[src/rtl/axi_pkg.sv]
// Shared encodings for the AXI4 memory responder: burst/resp codes, FSM states and
// the address-phase attribute check.
package axi_pkg;

    localparam logic [1:0] BurstFixed = 2'b00;
    localparam logic [1:0] BurstIncr  = 2'b01;
    localparam logic [1:0] BurstWrap  = 2'b10;

    localparam logic [1:0] RespOkay   = 2'b00;
    localparam logic [1:0] RespSlverr = 2'b10;

    typedef enum logic [2:0] {
        StIdle,
        StWrData,
        StWrResp,
        StRdReq,
        StRdCap,
        StRdData
    } fsm_state_e;

    // True when the address-phase attributes cannot be served by this responder.
    function automatic logic attr_err(input logic [2:0] size, input logic [7:0] len,
                                      input logic [1:0] burst, input logic [2:0] max_size);
        logic bad_wrap;
        bad_wrap = (burst == BurstWrap) && !(len inside {8'd1, 8'd3, 8'd7, 8'd15});
        return (size > max_size) || (burst == 2'b11) || bad_wrap;
    endfunction

endpackage

[src/rtl/axi_burst_addr.sv]
// Combinational next-beat address for FIXED, INCR and WRAP bursts.
module axi_burst_addr
    import axi_pkg::*;
#(
    parameter int unsigned AddrWidth = 64
) (
    input  logic [AddrWidth-1:0] addr,
    input  logic [2:0]           size,
    input  logic [7:0]           len,
    input  logic [1:0]           burst,
    output logic [AddrWidth-1:0] next_addr
);

    logic [AddrWidth-1:0] inc;
    logic [AddrWidth-1:0] wrap_mask;
    logic [AddrWidth-1:0] incr_addr;

    always_comb begin
        inc       = AddrWidth'(1) << size;
        wrap_mask = ((AddrWidth'(len) + AddrWidth'(1)) << size) - AddrWidth'(1);
        incr_addr = addr + inc;
        case (burst)
            BurstIncr: next_addr = incr_addr;
            BurstWrap: next_addr = (addr & ~wrap_mask) | (incr_addr & wrap_mask);
            default:   next_addr = addr;
        endcase
    end

endmodule

[src/rtl/axi_slave_mem.sv]
// AXI4 subordinate serving one read or write burst at a time against a synchronous
// SRAM-style port with 1-cycle read latency.
module axi_slave_mem
    import axi_pkg::*;
#(
    parameter int unsigned AXI_DATA_WIDTH = 64,
    parameter int unsigned AXI_ADDR_WIDTH = 64,
    parameter int unsigned AXI_ID_WIDTH   = 4
) (
    input  logic                        clk,
    input  logic                        rst,

    input  logic                        axi_aw_valid_i,
    output logic                        axi_aw_ready_o,
    input  logic [AXI_ID_WIDTH-1:0]     axi_aw_id_i,
    input  logic [AXI_ADDR_WIDTH-1:0]   axi_aw_addr_i,
    input  logic [7:0]                  axi_aw_len_i,
    input  logic [2:0]                  axi_aw_size_i,
    input  logic [1:0]                  axi_aw_burst_i,

    input  logic                        axi_w_valid_i,
    output logic                        axi_w_ready_o,
    input  logic [AXI_DATA_WIDTH-1:0]   axi_w_data_i,
    input  logic [AXI_DATA_WIDTH/8-1:0] axi_w_strb_i,
    input  logic                        axi_w_last_i,

    output logic                        axi_b_valid_o,
    input  logic                        axi_b_ready_i,
    output logic [AXI_ID_WIDTH-1:0]     axi_b_id_o,
    output logic [1:0]                  axi_b_resp_o,

    input  logic                        axi_ar_valid_i,
    output logic                        axi_ar_ready_o,
    input  logic [AXI_ID_WIDTH-1:0]     axi_ar_id_i,
    input  logic [AXI_ADDR_WIDTH-1:0]   axi_ar_addr_i,
    input  logic [7:0]                  axi_ar_len_i,
    input  logic [2:0]                  axi_ar_size_i,
    input  logic [1:0]                  axi_ar_burst_i,

    output logic                        axi_r_valid_o,
    input  logic                        axi_r_ready_i,
    output logic [AXI_ID_WIDTH-1:0]     axi_r_id_o,
    output logic [AXI_DATA_WIDTH-1:0]   axi_r_data_o,
    output logic [1:0]                  axi_r_resp_o,
    output logic                        axi_r_last_o,

    output logic                        mem_cen_o,
    output logic                        mem_wen_o,
    output logic [AXI_ADDR_WIDTH-1:0]   mem_addr_o,
    output logic [AXI_DATA_WIDTH-1:0]   mem_wdata_o,
    output logic [AXI_DATA_WIDTH/8-1:0] mem_wmask_o,
    input  logic [AXI_DATA_WIDTH-1:0]   mem_rdata_i
);

    localparam int unsigned StrbWidth = AXI_DATA_WIDTH / 8;
    localparam logic [2:0]  MaxSize   = 3'($clog2(StrbWidth));

    fsm_state_e                state_q, state_d;
    logic                      prio_q, prio_d;  // 0: write wins contention, 1: read wins
    logic [AXI_ID_WIDTH-1:0]   id_q, id_d;
    logic [AXI_ADDR_WIDTH-1:0] addr_q, addr_d;
    logic [7:0]                len_q, len_d;
    logic [2:0]                size_q, size_d;
    logic [1:0]                burst_q, burst_d;
    logic [7:0]                cnt_q, cnt_d;
    logic                      err_q, err_d;
    logic [AXI_DATA_WIDTH-1:0] rdata_q, rdata_d;

    logic [AXI_ADDR_WIDTH-1:0] next_addr;
    logic                      last_beat;
    logic                      last_err;

    assign last_beat = (cnt_q == len_q);

    axi_burst_addr #(
        .AddrWidth (AXI_ADDR_WIDTH)
    ) u_burst_addr (
        .addr      (addr_q),
        .size      (size_q),
        .len       (len_q),
        .burst     (burst_q),
        .next_addr (next_addr)
    );

    always_comb begin
        state_d = state_q;
        prio_d  = prio_q;
        id_d    = id_q;
        addr_d  = addr_q;
        len_d   = len_q;
        size_d  = size_q;
        burst_d = burst_q;
        cnt_d   = cnt_q;
        err_d   = err_q;
        rdata_d = rdata_q;

        last_err       = 1'b0;
        axi_aw_ready_o = 1'b0;
        axi_ar_ready_o = 1'b0;
        axi_w_ready_o  = 1'b0;
        axi_b_valid_o  = 1'b0;
        axi_b_resp_o   = RespOkay;
        axi_b_id_o     = id_q;
        axi_r_valid_o  = 1'b0;
        axi_r_resp_o   = RespOkay;
        axi_r_last_o   = 1'b0;
        axi_r_id_o     = id_q;
        axi_r_data_o   = rdata_q;
        mem_cen_o      = 1'b0;
        mem_wen_o      = 1'b0;
        mem_addr_o     = addr_q;
        mem_wdata_o    = axi_w_data_i;
        mem_wmask_o    = axi_w_strb_i;

        case (state_q)
            StIdle: begin
                axi_aw_ready_o = axi_aw_valid_i & (~axi_ar_valid_i | ~prio_q);
                axi_ar_ready_o = axi_ar_valid_i & (~axi_aw_valid_i | prio_q);
                if (axi_aw_valid_i && axi_ar_valid_i) begin
                    prio_d = ~prio_q;
                end
                if (axi_aw_ready_o) begin
                    id_d    = axi_aw_id_i;
                    addr_d  = axi_aw_addr_i;
                    len_d   = axi_aw_len_i;
                    size_d  = axi_aw_size_i;
                    burst_d = axi_aw_burst_i;
                    cnt_d   = 8'd0;
                    err_d   = attr_err(axi_aw_size_i, axi_aw_len_i, axi_aw_burst_i, MaxSize);
                    state_d = StWrData;
                end else if (axi_ar_ready_o) begin
                    id_d    = axi_ar_id_i;
                    addr_d  = axi_ar_addr_i;
                    len_d   = axi_ar_len_i;
                    size_d  = axi_ar_size_i;
                    burst_d = axi_ar_burst_i;
                    cnt_d   = 8'd0;
                    err_d   = attr_err(axi_ar_size_i, axi_ar_len_i, axi_ar_burst_i, MaxSize);
                    state_d = StRdReq;
                end
            end
            StWrData: begin
                axi_w_ready_o = 1'b1;
                if (axi_w_valid_i) begin
                    // A mislabelled last beat poisons the burst and is itself not written.
                    last_err  = (axi_w_last_i != last_beat);
                    mem_cen_o = ~err_q & ~last_err;
                    mem_wen_o = ~err_q & ~last_err;
                    err_d     = err_q | last_err;
                    addr_d    = next_addr;
                    cnt_d     = cnt_q + 8'd1;
                    if (last_beat) begin
                        state_d = StWrResp;
                    end
                end
            end
            StWrResp: begin
                axi_b_valid_o = 1'b1;
                axi_b_resp_o  = err_q ? RespSlverr : RespOkay;
                if (axi_b_ready_i) begin
                    state_d = StIdle;
                end
            end
            StRdReq: begin
                mem_cen_o = ~err_q;
                state_d   = StRdCap;
            end
            StRdCap: begin
                rdata_d = err_q ? '0 : mem_rdata_i;
                state_d = StRdData;
            end
            StRdData: begin
                axi_r_valid_o = 1'b1;
                axi_r_last_o  = last_beat;
                axi_r_resp_o  = err_q ? RespSlverr : RespOkay;
                if (axi_r_ready_i) begin
                    if (last_beat) begin
                        state_d = StIdle;
                    end else begin
                        addr_d  = next_addr;
                        cnt_d   = cnt_q + 8'd1;
                        state_d = StRdReq;
                    end
                end
            end
            default: state_d = StIdle;
        endcase
    end

    always_ff @(posedge clk) begin
        if (rst) begin
            state_q <= StIdle;
            prio_q  <= 1'b0;
            id_q    <= '0;
            addr_q  <= '0;
            len_q   <= '0;
            size_q  <= '0;
            burst_q <= '0;
            cnt_q   <= '0;
            err_q   <= 1'b0;
            rdata_q <= '0;
        end else begin
            state_q <= state_d;
            prio_q  <= prio_d;
            id_q    <= id_d;
            addr_q  <= addr_d;
            len_q   <= len_d;
            size_q  <= size_d;
            burst_q <= burst_d;
            cnt_q   <= cnt_d;
            err_q   <= err_d;
            rdata_q <= rdata_d;
        end
    end

endmodule

[config.mk]
export PLATFORM = sky130hd
export DESIGN_NAME = axi_slave_mem
export DESIGN_NICKNAME = d
export VERILOG_FILES = /design/src/rtl/axi_pkg.sv /design/src/rtl/axi_burst_addr.sv /design/src/rtl/axi_slave_mem.sv
export SDC_FILE = /design/constraint.sdc
export NUM_CORES = 1
export LEC_CHECK = 0
export ABC_CLOCK_PERIOD_IN_PS = 6700
export CORE_AREA = 3 3 202 204
export CTS_CLUSTER_DIAMETER = 100
export DETAILED_ROUTE_END_ITERATION = 12
export DIE_AREA = 0 0 205 207
export MAX_ROUTING_LAYER = met4
export PLACE_DENSITY = 0.63
export SLEW_MARGIN = 20
export SYNTH_ARGS = -nofsm -noshare
export SYNTH_HDL_FRONTEND = slang
export SYNTH_SLANG_ARGS = --single-unit
[constraint.sdc]
create_clock -name clk -period 6.7 [get_ports clk]
set_input_delay 1.34 -clock clk [delete_from_list [all_inputs] [get_ports clk]]
set_output_delay 1.34 -clock clk [all_outputs]
set_load 0.02 [all_outputs]
* Word level (Yosys, flattened, before mapping)
Index checks and enable logic that the tools add are counted.
** Storage, ports and cells
- Memories :: 0
- Word-level logic and storage cells :: 126
- ROM bits :: 0
- Memory bits (writable) :: 0
- Bits in registers :: 158
- Bits in latches :: 0
- Input port bits :: 306
** Cells by class
- Shifts and indexed selects :: 2
- Multiply operators :: 0
- Div/mod/pow operators :: 0
- Reductions and logical operators :: 20
- Bitwise gates (word level) :: 15
- $lt $le $gt $ge :: 2
- Equal/unequal tests :: 27
- Multiplexer cells :: 46
- Add/subtract/negate cells :: 4
** Operators by type and width (number)
- $mux 64 :: 6
- $pmux 64 s3 :: 1
- $and 64x64->64 :: 2
- $pmux 64 s2 :: 1
- $add 64x64->64 :: 1
- $not 64->64 :: 1
- $or 64x64->64 :: 1
- $shl 1x3->64 const A :: 1
- $shl 64x3->64 :: 1
- $sub 64x1->64 const B :: 1
- $mux 8 :: 7
- $mux 3 :: 8
- $pmux 8 s3 :: 1
- $pmux 3 s6 :: 1
- $eq 8x1->1 const B :: 2
- $eq 8x2->1 const B :: 2
- $eq 8x3->1 const B :: 2
- $eq 8x4->1 const B :: 2
- $mux 2 :: 6
- $mux 1 :: 11
- $eq 2x2->1 const B :: 5
- $ne 2x2->1 const B :: 5
- $reduce_and 5->1 :: 2
- $add 8x1->9 const B :: 1
- 23 further kinds :: 45

* Longest topological paths before layout
- Depth in word-level cells :: 10
- Mapped depth :: 16

* Cells and area by module
Synthesis repeated with hierarchy kept, for this count alone.
** Second synthesis, totals
- Cells, all modules :: 1802
- Area total of the unflattened synthesis :: 12434.4 um^2
** By module, submodules not included
- axi_slave_mem :: times used 1, cells an instance 1087, area an instance 8100.3 um^2, seq. area each 3163.0 um^2
- axi_burst_addr :: times used 1, cells an instance 715, area an instance 4334.2 um^2, seq. area each 0.0 um^2

* Worst setup path after synthesis
OpenSTA, ideal clock, no wires.
- Path type :: input -> output
- From :: in axi_w_last_i
- To :: out mem_cen_o
- Required time :: 5.360 ns
- Buffers on the path :: 0
- Stages on the path :: 4
- Path slack :: 3.016 ns
- Data arrival time :: 2.344 ns
- Cells stage by stage :: xnor2_1 nand2_1 nor3_1 a31o_2
** On the way
- Word-level cells in the longest chain between the ends :: 5
** RTL lines
- start, declared :: RTL line axi_slave_mem.sv:25 : input logic axi_w_last_i,
- $ne 1x1->1 :: RTL line axi_slave_mem.sv:146 : last_err = (axi_w_last_i != last_beat);
- $not 1->1 :: RTL line axi_slave_mem.sv:147 : mem_cen_o = ~err_q & ~last_err;
- $and 1x1->1 :: RTL line axi_slave_mem.sv:147
- $mux 1 :: RTL line axi_slave_mem.sv:144 : if (axi_w_valid_i) begin
- $pmux 1 s2 :: RTL line axi_slave_mem.sv:115 : case (state_q)
- end, declared :: RTL line axi_slave_mem.sv:47 : output logic mem_cen_o,
Every way passes these cells.

* Worst setup path in the final report
- From :: reg len_q[4]
- To :: out mem_cen_o
** On the way
- Word-level cells in the longest chain between the ends :: 6
** RTL lines
- start, declared :: RTL line axi_slave_mem.sv:62 : logic [7:0] len_q, len_d;
- start signal, assigned :: RTL line axi_slave_mem.sv:207 : len_q <= len_d;
- $eq 8x8->1 :: RTL line axi_slave_mem.sv:73 : assign last_beat = (cnt_q == len_q);
- $ne 1x1->1 :: RTL line axi_slave_mem.sv:146
- $not 1->1 :: RTL line axi_slave_mem.sv:147
- $and 1x1->1 :: RTL line axi_slave_mem.sv:147
- $mux 1 :: RTL line axi_slave_mem.sv:144
- $pmux 1 s2 :: RTL line axi_slave_mem.sv:115
Every way passes these cells.

==> impl.org <==
** Run status
- The run finished with clean final reports.

** Worst setup path
- At the worst endpoint, the required time is around 5.4 ns.
- Signal arrival time at the worst endpoint :: ~3.5 ns
- STA classifies the critical path endpoint as an output port.
- Startpoint class of the critical path :: flop
- The worst register-to-register path begins at len_q[0].
- Cell depth of the worst flop-to-flop path :: 13
- FF-to-FF setup slack :: roughly 2.2 ns
- Critical setup path kind :: flop to output port
- In this run the worst path has a maximum fanout of 16.

** Power
- Of the total power, combinational logic draws 0.425.
- Summed over all nets, the switching power comes to 1.61 mW.
- Summed over all cells, the static leakage comes to ~5.4 nW.
- Power Density :: approximately 250 mW/mm^2
- The internal portion of the total power is ~2.2 mW.
- Fraction of power spent switching nets :: 0.421
- Across the VDD grid, the largest voltage drop is between 0.15 and 0.2 mV.
- Sequential share of power :: 0.328
- Proportion of power drawn by the clock network :: 0.247

** Clocking
- TritonCTS built the clock tree.
- The later pin in the worst-skew pair is clocked with a latency of between 0.4 and 0.5 ns.
- In this run the post-CTS setup repair buffer count came out at 0.
- Root buf cell :: clkbuf_16
- Clock H-tree levels :: 4
- After clock tree synthesis, the clock-pin slew on the worst setup and hold paths is 0.07 ns.
- Number of gates resized after CTS :: 0
- CTS saw about 160 sinks.
- The longest clock path from root to sink contains 2 buffers.
- Number of buffers added to fix hold violations after cts :: 0
- The number of clock buffers added by TritonCTS is 17.

** Cells and area
- Most common library cell in the layout ignoring fill and taps :: clkdlybuf4s50_1
- In the final design database the tool counted 2142 nets.
- Number of inserted diodes :: 0
- Synth-to-Final Area Change :: 35.7%
- The finished cells cover between 0.015 and 0.02 sq mm.
- Most frequent cells in the layout :: 378 x clkdlybuf4s50_1, 231 x nand2_1, 185 x a21oi_1
- In the final layout, the share of cells above drive strength 1 is 0.0523.
- Fillers :: 4090

** STA
- Post-Route Setup TNS :: 0 ns
- Number of hold-slack violations in the final timing report :: 0
- After layout, the minimum clock period comes to 4.79 ns.
- Transition at the pin with the smallest max-transition slack :: 1.11 ns
- Final Hold Slack :: 0.486 ns
- In this run the tightest slew margin relative to its limit is 0.252.
- Share of the clock period used by the worst path :: 0.715
- Worst-case clock skew :: roughly 0.010 ns
- The max-slew violation count was 0.
- F_max :: 209 MHz
- Setup violations remaining at the end of the flow were counted as 0.
- Setup repair after global routing left no endpoint under its margin.

** Synthesis
- dfxtp_1 takes more of the synthesized area than any other cell.
- The share of the Yosys chip area taken by registers is 0.277.
- The synthesized design contains 0 enable-type register cells.
- By area the synthesized netlist is led by dfxtp_1 28%, a21oi_1 8.2%, nand2_1 7.7%, nor2_1 5.5%, buf_4 5.2%.
- Synthesized area per cell :: 7.10 sq um
- Flip-flop and latch count after synthesis :: about 160
- Area share of the largest cell type after synthesis :: 0.277
- Dominant combinational cell family by area after synthesis :: simple AND/OR/NAND/NOR gates
- Async set-or-reset flop fraction in the synthesized netlist :: 0
- Total standard cell area after synthesis :: 0.0114 sq mm
- Of the total synthesized cell area, the portion taken by XOR and XNOR cells is 0.0328.
- Simple-gate portion of the synthesized area :: 0.302
- The portion of synthesized area spent on multiplexers is 0.0117.
- Synth warnings :: 0
- Adder-cell share of the synthesized area :: 0.0149
- Among all flip-flop cells after synthesis, the most frequent one is dfxtp_1.
- Cell count after synthesis :: roughly 1600
- The compound-cell area share of the yosys netlist was 0.254.
- Synthesis instantiated between 90 and 100 different standard cells from the library.

** Floorplanning
- Area of the placeable core :: just under 0.04 sq mm
- Site row count :: 73
- The floorplan step set the die width to around 210 microns.
- Die Span Y :: slightly above 200 microns
- The initial utilization of the core area, before any placement, comes to 0.289.
- Floorplan die area :: 0.0424 sq mm
- During I/O placement, the number of pins put on the boundary was approximately 530.

** Placement
- Input and output buffers added on the ports amount to around 380.
- Standard cell area after detailed placement :: roughly 0.015 sq mm
- After legalization and detailed placement, the total HPWL measured 35100 microns.
- Routability congestion estimate :: a little under 0.9

** GRT
- The number of antenna violations at the first check in global routing came to 0.
- The via count of the first global-routing pass is between 10000 and 15000.
- The total overflow left after global routing is 0.
- Gr usage total :: 0.218
- Pin count of the biggest net entering global routing :: 102
- The first global-routing pass estimated 71500 microns of wire.

** Flow run
- Number of violations of the max-capacitance limit :: 0

** Min path
- Along the worst hold path, the cell count comes to 2.
- The startpoint identified for the worst hold timing path is axi_r_data_o[10].
- The path class of the tightest hold or removal check is flop to flop.
- Worst hold endpoint :: axi_r_data_o[10]

** Drt
- The first TritonRoute pass finished after 5 iterations.
- Vias per inst :: 5.40
- Remaining DRCs :: 0
- Count of routing violations after the opening detailed-route iteration :: 960
- Drt total wl :: approximately 47000 microns
- Count of antenna-violating nets left after detailed routing :: 0
- Detailed-route wire length per cell :: ~20 microns
- Routed vias :: approximately 13000
critical path, stage by stage, from the launching register on:
cell	delay, ns
dfxtp_1	0.76
xor2_1	0.15
nor4_1	0.55
and2_1	0.30
xnor2_1	0.14
nand2_1	0.09
nor3_1	0.24
a31o_2	0.17
clkdlybuf4s50_1	0.61
cells by family (layout without fill, tap and decap cells):
| family | Yosys count | in the layout |
|---|---|---|
| fa+ha+maj | 13 | 13 |
| compound gates | 449 | 449 |
| xor+xnor | 41 | 41 |
| other cells | 1 | 2 |
| buf+inv | 231 | 458 |
| mux | 13 | 13 |
| simple gates | 702 | 702 |
| flops | 158 | 158 |
how the worst max path moves through the flow:
stage | slack (ns) | from | depth (start not counted) | endpoint
global route | 1.69 | len_q[4] | 8 | mem_cen_o
global placement | 2.25 | axi_aw_valid_i | 10 | flop
detailed placement | 2.19 | axi_aw_valid_i | 10 | flop
CTS | 1.94 | len_q[4] | 8 | mem_cen_o
floorplan | 3.02 | axi_w_last_i | 4 | mem_cen_o
finish | 1.91 | len_q[4] | 8 | mem_cen_o
cells in the mapped netlist (9+ instances only):
cell	instances
a21o_1	10
a21oi_1	186
a311oi_1	20
a31oi_1	29
and2_1	9
and3_1	18
buf_1	9
buf_2	22
buf_4	79
clkbuf_1	89
dfxtp_1	158
ha_1	12
inv_1	26
mux2i_1	10
nand2_1	233
nand2b_1	12
nand3_1	40
nand4_1	33
nor2_1	168
nor2b_1	19
nor3_1	45
nor3b_1	67
nor4_1	18
o211ai_1	27
o21a_1	11
o21ai_0	59
o2bb2ai_1	21
xnor2_1	16
xor2_1	23
final cells by class:
class | count | area (sq um) | share of cell area
Multi-Input combinational cell | 1220 | 7080 | 0.457
Clock inverter | 13 | 104 | 0.00670
Inverter | 28 | 105 | 0.00678
Clock buffer | 19 | 443 | 0.0286
Timing Repair Buffer | 398 | 3930 | 0.254
Tap cell | 525 | 657 | 0.0424
Sequential cell | 158 | 3160 | 0.204
power by group through the flow:
stage          Sequential [mW]  Clock [mW]  Combinational [mW]
6_report                  1.25       0.944                1.62
5_1_grt                   1.28        1.00                1.76
4_1_cts                   1.25       0.966                1.62
3_5_place_dp              1.27           0                1.61
3_3_place_gp              1.27           0                1.60
2_1_floorplan             1.28           0               0.983
metrics by stage:
step / total power [mW] / util / cells / setup slack (ns)
final: 3.82 / 0.393 / 2361 / 1.91
after global routing: 4.03 / 0.393 / 2361 / 1.69
after CTS: 3.83 / 0.392 / 2361 / 1.94
after detailed placement: 2.88 / 0.379 / 2329 / 2.19
after global placement: 2.87 / 0.379 / 2329 / 2.25
after floorplan: 2.26 / - / 1609 / 3.02
metal layers:
layer	track usage	routed length, microns	vias up
li1	-	-	6097
met1	0.277	20300	5999
met2	0.344	21600	586
met3	0.0492	3960	77
met4	0.0709	1310	0
met5	-	0	-
Note: power is estimated with default switching activity, not from simulation.
